===== config.mk =====
export PLATFORM = sky130hd
export DESIGN_NAME = precision_scalable_accumulator_flat
export DESIGN_NICKNAME = d
export VERILOG_FILES = /design/src/rtl/precision_scalable_accumulator_if.sv /design/src/rtl/precision_scalable_accumulator.sv /design/src/flat_wrapper.sv
export SDC_FILE = /design/constraint.sdc
export NUM_CORES = 1
export LEC_CHECK = 0
export ABC_AREA = 0
export CELL_PAD_IN_SITES_DETAIL_PLACEMENT = 0
export CELL_PAD_IN_SITES_GLOBAL_PLACEMENT = 2
export CORE_ASPECT_RATIO = 1.1
export CORE_UTILIZATION = 37
export CTS_CLUSTER_DIAMETER = 120
export DETAILED_ROUTE_END_ITERATION = 7
export DONT_BUFFER_PORTS = 1
export PLACE_DENSITY = 0.91
export SLEW_MARGIN = 40
export SYNTH_ARGS = -nofsm -noshare
export SYNTH_HDL_FRONTEND = slang
export SYNTH_SLANG_ARGS = --single-unit

===== constraint.sdc =====
create_clock -name clk -period 3.35 [get_ports clk]
set_input_delay 0.5025 -clock clk [delete_from_list [all_inputs] [get_ports clk]]
set_output_delay 0.5025 -clock clk [all_outputs]
set_load 0.005 [all_outputs]

===== src/rtl/precision_scalable_accumulator_if.sv =====
// Handshake and configuration bundle for the precision-scalable accumulator.
// The master side drives configuration, input beats and out_ready; the slave side is the accumulator.
interface precision_scalable_accumulator_if #(
  parameter int ACC_DATA_WIDTH = 32,
  parameter int CNT_WIDTH      = 10
);
  logic [2:0]                cfg_mode;
  logic                      cfg_sat_en;
  logic [CNT_WIDTH-1:0]      cfg_num_acc;
  logic                      start;
  logic                      in_valid;
  logic                      in_ready;
  logic [ACC_DATA_WIDTH-1:0] in_data;
  logic                      out_valid;
  logic                      out_ready;
  logic [ACC_DATA_WIDTH-1:0] out_data;
  logic [3:0]                out_overflow;

  modport master (
    output cfg_mode, cfg_sat_en, cfg_num_acc, start, in_valid, in_data, out_ready,
    input  in_ready, out_valid, out_data, out_overflow
  );

  modport slave (
    input  cfg_mode, cfg_sat_en, cfg_num_acc, start, in_valid, in_data, out_ready,
    output in_ready, out_valid, out_data, out_overflow
  );
endinterface


===== src/rtl/precision_scalable_accumulator.sv =====
// Registered SIMD accumulator: sums N beats in 1, 2 or 4 signed lanes with optional
// per-lane saturation and sticky overflow flags, then holds the result under valid/ready.
//
//   state   | meaning
//   --------+----------------------------------------------------------
//   S_IDLE  | waiting for start; configuration is latched on start
//   S_ACCUM | in_ready high, accepting beats until the Nth one lands
//   S_HOLD  | out_valid high, result frozen until out_ready
module precision_scalable_accumulator #(
  parameter int ACC_DATA_WIDTH = 32,
  parameter int CNT_WIDTH      = 10
) (
  input logic clk,
  input logic reset,
  precision_scalable_accumulator_if.slave bus
);
  localparam int W  = ACC_DATA_WIDTH;
  localparam int HW = W / 2;
  localparam int QW = W / 4;

  localparam logic [1:0] M_ONE  = 2'd0;
  localparam logic [1:0] M_TWO  = 2'd1;
  localparam logic [1:0] M_FOUR = 2'd2;

  typedef enum logic [1:0] {S_IDLE, S_ACCUM, S_HOLD} state_t;

  state_t               state_q;
  logic [1:0]           mode_q;
  logic                 sat_q;
  logic [CNT_WIDTH-1:0] num_q;
  logic [CNT_WIDTH-1:0] cnt_q;
  logic [W-1:0]         acc_q;
  logic [3:0]           flg_q;
  logic                 in_ready_q;
  logic                 out_valid_q;
  logic [W-1:0]         out_data_q;
  logic [3:0]           out_ovf_q;

  logic [1:0]           mode_dec;
  logic [CNT_WIDTH-1:0] num_dec;
  logic [CNT_WIDTH-1:0] cnt_d;
  logic [W-1:0]         sum1_d, sum2_d, sum4_d, acc_d;
  logic                 ovf1_d;
  logic [1:0]           ovf2_d;
  logic [3:0]           ovf4_d, flg_d;
  logic [HW-1:0]        a2, b2, s2;
  logic [QW-1:0]        a4, b4, s4;

  always_comb begin
    case (bus.cfg_mode)
      3'b010:  mode_dec = M_TWO;
      3'b001:  mode_dec = M_FOUR;
      default: mode_dec = M_ONE;
    endcase
    num_dec = (bus.cfg_num_acc == '0) ? {{(CNT_WIDTH-1){1'b0}}, 1'b1} : bus.cfg_num_acc;
    cnt_d   = cnt_q + {{(CNT_WIDTH-1){1'b0}}, 1'b1};
  end

  // Overflow is same-sign operands producing a sum of the other sign; clamp toward the operand sign.
  always_comb begin
    sum1_d = acc_q + bus.in_data;
    ovf1_d = (acc_q[W-1] == bus.in_data[W-1]) && (sum1_d[W-1] != acc_q[W-1]);
    if (ovf1_d && sat_q)
      sum1_d = acc_q[W-1] ? {1'b1, {(W-1){1'b0}}} : {1'b0, {(W-1){1'b1}}};
  end

  always_comb begin
    sum2_d = '0;
    ovf2_d = '0;
    a2 = '0;
    b2 = '0;
    s2 = '0;
    for (int k = 0; k < 2; k++) begin
      a2 = acc_q[k*HW +: HW];
      b2 = bus.in_data[k*HW +: HW];
      s2 = a2 + b2;
      ovf2_d[k] = (a2[HW-1] == b2[HW-1]) && (s2[HW-1] != a2[HW-1]);
      if (ovf2_d[k] && sat_q)
        s2 = a2[HW-1] ? {1'b1, {(HW-1){1'b0}}} : {1'b0, {(HW-1){1'b1}}};
      sum2_d[k*HW +: HW] = s2;
    end
  end

  always_comb begin
    sum4_d = '0;
    ovf4_d = '0;
    a4 = '0;
    b4 = '0;
    s4 = '0;
    for (int k = 0; k < 4; k++) begin
      a4 = acc_q[k*QW +: QW];
      b4 = bus.in_data[k*QW +: QW];
      s4 = a4 + b4;
      ovf4_d[k] = (a4[QW-1] == b4[QW-1]) && (s4[QW-1] != a4[QW-1]);
      if (ovf4_d[k] && sat_q)
        s4 = a4[QW-1] ? {1'b1, {(QW-1){1'b0}}} : {1'b0, {(QW-1){1'b1}}};
      sum4_d[k*QW +: QW] = s4;
    end
  end

  always_comb begin
    case (mode_q)
      M_TWO: begin
        acc_d = sum2_d;
        flg_d = flg_q | {2'b00, ovf2_d};
      end
      M_FOUR: begin
        acc_d = sum4_d;
        flg_d = flg_q | ovf4_d;
      end
      default: begin
        acc_d = sum1_d;
        flg_d = flg_q | {3'b000, ovf1_d};
      end
    endcase
  end

  always_ff @(posedge clk) begin
    if (reset) begin
      state_q     <= S_IDLE;
      mode_q      <= M_ONE;
      sat_q       <= 1'b0;
      num_q       <= '0;
      cnt_q       <= '0;
      acc_q       <= '0;
      flg_q       <= '0;
      in_ready_q  <= 1'b0;
      out_valid_q <= 1'b0;
      out_data_q  <= '0;
      out_ovf_q   <= '0;
    end else begin
      case (state_q)
        S_IDLE: begin
          if (bus.start) begin
            mode_q     <= mode_dec;
            sat_q      <= bus.cfg_sat_en;
            num_q      <= num_dec;
            cnt_q      <= '0;
            acc_q      <= '0;
            flg_q      <= '0;
            in_ready_q <= 1'b1;
            state_q    <= S_ACCUM;
          end
        end
        S_ACCUM: begin
          if (bus.in_valid) begin
            acc_q <= acc_d;
            flg_q <= flg_d;
            cnt_q <= cnt_d;
            if (cnt_d == num_q) begin
              in_ready_q  <= 1'b0;
              out_valid_q <= 1'b1;
              out_data_q  <= acc_d;
              out_ovf_q   <= flg_d;
              state_q     <= S_HOLD;
            end
          end
        end
        S_HOLD: begin
          // start is deliberately ignored here; it is re-sampled once back in IDLE
          if (bus.out_ready) begin
            out_valid_q <= 1'b0;
            state_q     <= S_IDLE;
          end
        end
        default: begin
          in_ready_q  <= 1'b0;
          out_valid_q <= 1'b0;
          state_q     <= S_IDLE;
        end
      endcase
    end
  end

  assign bus.in_ready     = in_ready_q;
  assign bus.out_valid    = out_valid_q;
  assign bus.out_data     = out_data_q;
  assign bus.out_overflow = out_ovf_q;
endmodule


===== src/flat_wrapper.sv =====
// flat-port wrapper written by rule: the top's interface ports become plain ports
module precision_scalable_accumulator_flat 
#(
  parameter int ACC_DATA_WIDTH = 32,
  parameter int CNT_WIDTH      = 10
)
  (clk, reset, bus_cfg_mode, bus_cfg_sat_en, bus_cfg_num_acc, bus_start, bus_in_valid, bus_in_data, bus_out_ready, bus_in_ready, bus_out_valid, bus_out_data, bus_out_overflow);
  precision_scalable_accumulator_if #(.ACC_DATA_WIDTH(ACC_DATA_WIDTH), .CNT_WIDTH(CNT_WIDTH)) bus_i ();
  input logic clk;
  input logic reset;
  input wire logic [$bits(bus_i.cfg_mode)-1:0] bus_cfg_mode;
  input wire logic [$bits(bus_i.cfg_sat_en)-1:0] bus_cfg_sat_en;
  input wire logic [$bits(bus_i.cfg_num_acc)-1:0] bus_cfg_num_acc;
  input wire logic [$bits(bus_i.start)-1:0] bus_start;
  input wire logic [$bits(bus_i.in_valid)-1:0] bus_in_valid;
  input wire logic [$bits(bus_i.in_data)-1:0] bus_in_data;
  input wire logic [$bits(bus_i.out_ready)-1:0] bus_out_ready;
  output wire logic [$bits(bus_i.in_ready)-1:0] bus_in_ready;
  output wire logic [$bits(bus_i.out_valid)-1:0] bus_out_valid;
  output wire logic [$bits(bus_i.out_data)-1:0] bus_out_data;
  output wire logic [$bits(bus_i.out_overflow)-1:0] bus_out_overflow;
  assign bus_i.cfg_mode = bus_cfg_mode;
  assign bus_i.cfg_sat_en = bus_cfg_sat_en;
  assign bus_i.cfg_num_acc = bus_cfg_num_acc;
  assign bus_i.start = bus_start;
  assign bus_i.in_valid = bus_in_valid;
  assign bus_i.in_data = bus_in_data;
  assign bus_i.out_ready = bus_out_ready;
  assign bus_in_ready = bus_i.in_ready;
  assign bus_out_valid = bus_i.out_valid;
  assign bus_out_data = bus_i.out_data;
  assign bus_out_overflow = bus_i.out_overflow;
  precision_scalable_accumulator #(.ACC_DATA_WIDTH(ACC_DATA_WIDTH), .CNT_WIDTH(CNT_WIDTH)) u_core (.clk(clk), .reset(reset), .bus(bus_i));
endmodule

==> impl_metrics.env <==
export IMPL_status="complete, no violations"
export IMPL_leakage_nw=3.34
export IMPL_synth_edff_count=0
export IMPL_synth_area_leaders="dfxtp_1 26%, a21oi_1 6.3%, o21ai_0 6.0%"
export IMPL_grt_max_degree=62
export IMPL_vias=8063
export IMPL_hpwl_microns=20700
export IMPL_holdWs_ns=0.201
export IMPL_cap_violations=0
export IMPL_post_route_cells_drive_above_1_share=0.114
export IMPL_path_class="reg -> reg"
export IMPL_cts_sinks=99
export IMPL_grt_pass1_wl_microns=43200
export IMPL_syn_inst=1047
export IMPL_final_core_util=0.424
export IMPL_intPower_w=0.00207
export IMPL_port_buffers=0
export IMPL_antenna_found_initial=0
export IMPL_n_antenna_cell=0
export IMPL_critPathMaxStageDelay_ns=0.50
export IMPL_dr_pass1_iters=7
export IMPL_avgSynthCellArea_sq_um=7.36
export IMPL_seq_power_share=0.406
export IMPL_postCtsSetupBuffers=0
export IMPL_rsz0062_at_grt="false"
export IMPL_syn_to_final_growth_pct=12.8
export IMPL_worst_ep_arrival_time_ns=3.33
export IMPL_crit_family="simple AND/OR/NAND/NOR gates"
export IMPL_synth_commonest_cells="121 x nand2_1, 99 x dfxtp_1, 97 x a21oi_1"
export IMPL_hold_violations=0
export IMPL_worst_hold_path_type="in -> reg"
export IMPL_relSlewSlack=0.515
export IMPL_start_util=0.376
export IMPL_critPathLaunchType="flip-flop"
export IMPL_reg2reg_depth=11
export IMPL_whs_path_depth=1
export IMPL_die_x_microns=140
export IMPL_totalWireLength_microns=27500
export IMPL_synth_top_area_share=0.257
export IMPL_grtUsageTotal=0.259
export IMPL_ir_worst_vdd_mv=0.254
export IMPL_r2r_end="u_core.bus.out_data[17]"
export IMPL_path_cells="ha_1, and4_1, and3_1, nand4_2, a21boi_2, nor3_2, buf_4, nor2_1, buf_4, a21oi_1, o32ai_1"
export IMPL_p_sw_w=0.00100
export IMPL_slew_violations=0
export IMPL_crit_path_frequent_cell="buf_4"
export IMPL_period_share=0.916
export IMPL_yosys_register_bits=99
export IMPL_fmax_mhz=326
export IMPL_p_sw_frac=0.326
export IMPL_drt_initial_drc_count=651
export IMPL_ant_nets=0
export IMPL_num_rows=55
export IMPL_cts_htree_levels=3
export IMPL_setup_viol_count_final=0
export IMPL_post_route_drc_count=0
export IMPL_die_area_sq_um=21400
export IMPL_yosys_cell_types_count=83
export IMPL_rrSetupSlack_ns=0.28
export IMPL_worst_pin_slew_ns=0.725
export IMPL_synth_most_common_cell="nand2_1"
export IMPL_via_per_inst=6.03
export IMPL_grt_pass1_vias=7844
export IMPL_worstSkewPairLatency_ns=0.37
export IMPL_cts_buffers=9
export IMPL_endpoint_kind="flip-flop"
export IMPL_clk_path_buf_depth=2
export IMPL_critical_path_max_fanout=10
export IMPL_cts_clk_slew_worst_paths_ns=0.07
export IMPL_syn_nets=1137
export IMPL_netlist_area_sq_um=7710
export IMPL_clock_skew_ns=0.0130
export IMPL_required_ns=3.62
export IMPL_cp_slowest_cell="ha_1"
export IMPL_p_clk_frac=0.332
export IMPL_place_gp_congestion=0.917
export IMPL_hold_end="u_core.num_q[4]"
export IMPL_async_flop_share=0
export IMPL_die_y_microns=153
export IMPL_fin_setup_tns_ns=0
export IMPL_worst_path_stages=11
export IMPL_p_per_area_nw_per_um2=353
export IMPL_core_area_sq_um=20500
export IMPL_yosysWarnings=0
export IMPL_timing_critical_path_buf_inv=2
export IMPL_grt_overflow=0
export IMPL_r2r_start="u_core.acc_q[12]"
export IMPL_pre_cts_slack_ns=0.148
export IMPL_fin_ws_ns=0.283
export IMPL_io_pins=89
export IMPL_synth_flop_cell="dfxtp_1"
export IMPL_period_needed_ns=3.07
export IMPL_ys_seq_area_frac=0.257
export IMPL_fin_nets=1168
export IMPL_power_frac_comb=0.262
export IMPL_cts_tree="done"
export IMPL_yosysTopAreaCell="dfxtp_1"
export IMPL_wl_per_cell_microns=20.6
export IMPL_hold_start="reset"
export IMPL_cts_root_buf="clkbuf_16"
-- metrics by stage --
step	power [W]	cell area [sq um]	instances
2_1_floorplan	0.00183	7710	1047
3_3_place_gp	0.00206	8410	1323
3_5_place_dp	0.00206	8410	1323
4_1_cts	0.00309	8680	1338
5_1_grt	0.00323	8690	1338
6_report	0.00307	8690	1338
-- layer usage --
metal / vias to the layer above / wire (microns) / global-route usage
li1: 3910 / - / -
met1: 3834 / 12200 / 0.330
met2: 264 / 12800 / 0.431
met3: 55 / 1840 / 0.0545
met4: 0 / 697 / 0.0947
met5: - / 0 / 0
-- kinds of logic (layout without fill, tap and decap cells) --
family,after synthesis,in the layout,share of synthesized area
AO/OA/AOI/OAI,382,382,0.317
flip-flops,99,99,0.257
multiplexers,10,10,0.0131
adder cells (fa/ha/maj),39,39,0.0672
XOR/XNOR,52,52,0.0609
buffers and inverters,102,137,0.0575
AND/OR/NAND/NOR,363,363,0.228
-- power groups by stage --
stage | registers (W) | clock network, W | logic, W
6_report | 0.00125 | 0.00102 | 0.000805
4_1_cts | 0.00125 | 0.00105 | 0.000795
3_3_place_gp | 0.00127 | 0 | 0.000789
2_1_floorplan | 0.00126 | 0 | 0.000564
3_5_place_dp | 0.00127 | 0 | 0.000790
5_1_grt | 0.00125 | 0.00109 | 0.000883
-- sequential cells by signal, summed over array words and instances (netlist names), 2 cells and up --
signal                   count
u_core.num_q                10
u_core.state_q               2
u_core.flg_q                 4
u_core.bus.out_overflow      4
u_core.mode_q                2
u_core.cnt_q                10
u_core.acc_q                32
u_core.bus.out_data         32
-- worst max path at each step --
stage | from | end | slack (ns)
6_report | u_core.acc_q[12] | u_core.bus.out_data[17] | 0.28
3_3_place_gp | bus_in_data[12] | u_core.bus.out_data[21] | 0.18
2_1_floorplan | bus_in_data[8] | u_core.bus.out_data[24] | 0.36
3_5_place_dp | bus_in_data[12] | u_core.bus.out_data[21] | 0.15
5_1_grt | u_core.acc_q[12] | u_core.bus.out_data[21] | 0.06
4_1_cts | u_core.acc_q[8] | u_core.bus.out_data[24] | 0.27
-- cells in the final DEF (no fill, tap or decap), drive strengths merged, types with 6 or more instances in the layout --
| cell | instances |
|---|---|
| or3 | 7 |
| a21o | 15 |
| o211ai | 24 |
| ha | 35 |
| xor2 | 16 |
| a22oi | 8 |
| buf | 85 |
| xnor2 | 35 |
| o21ai | 108 |
| nor2b | 7 |
| a31oi | 19 |
| a221oi | 10 |
| dfxtp | 99 |
| a21oi | 98 |
| nor3 | 27 |
| nand4 | 18 |
| nand3 | 31 |
| nand2b | 17 |
| mux2i | 9 |
| inv | 36 |
| o22ai | 11 |
| a21boi | 7 |
| clkbuf | 14 |
| and4 | 6 |
| nand2 | 122 |
| nor2 | 91 |
| a211oi | 23 |
| and2 | 7 |
-- worst reg2reg max path, cell delays in order (launching register included) --
cell and delay, ns:
dfxtp_1 0.31, ha_1 0.50, and4_1 0.37, and3_1 0.22, nand4_2 0.20, a21boi_2 0.23
nor3_2 0.07, buf_4 0.16, nor2_1 0.31, buf_4 0.21, a21oi_1 0.09, o32ai_1 0.30
-- cell type report --
cell class	instances	area, sq um
flip-flops and latches	99	1980
multi-input cells	846	5300
well taps	256	320
inverters	37	139
clock buffers	14	264
repair buffers	85	676
fillers	2191	11800
clock inverters	1	8.76
-- repair_timing --
item,in CTS,in global routing
setup endpoints to repair,0,2
resized for setup,0,2
hold buffers,0,0
Note: power is estimated with default switching activity, not from simulation.
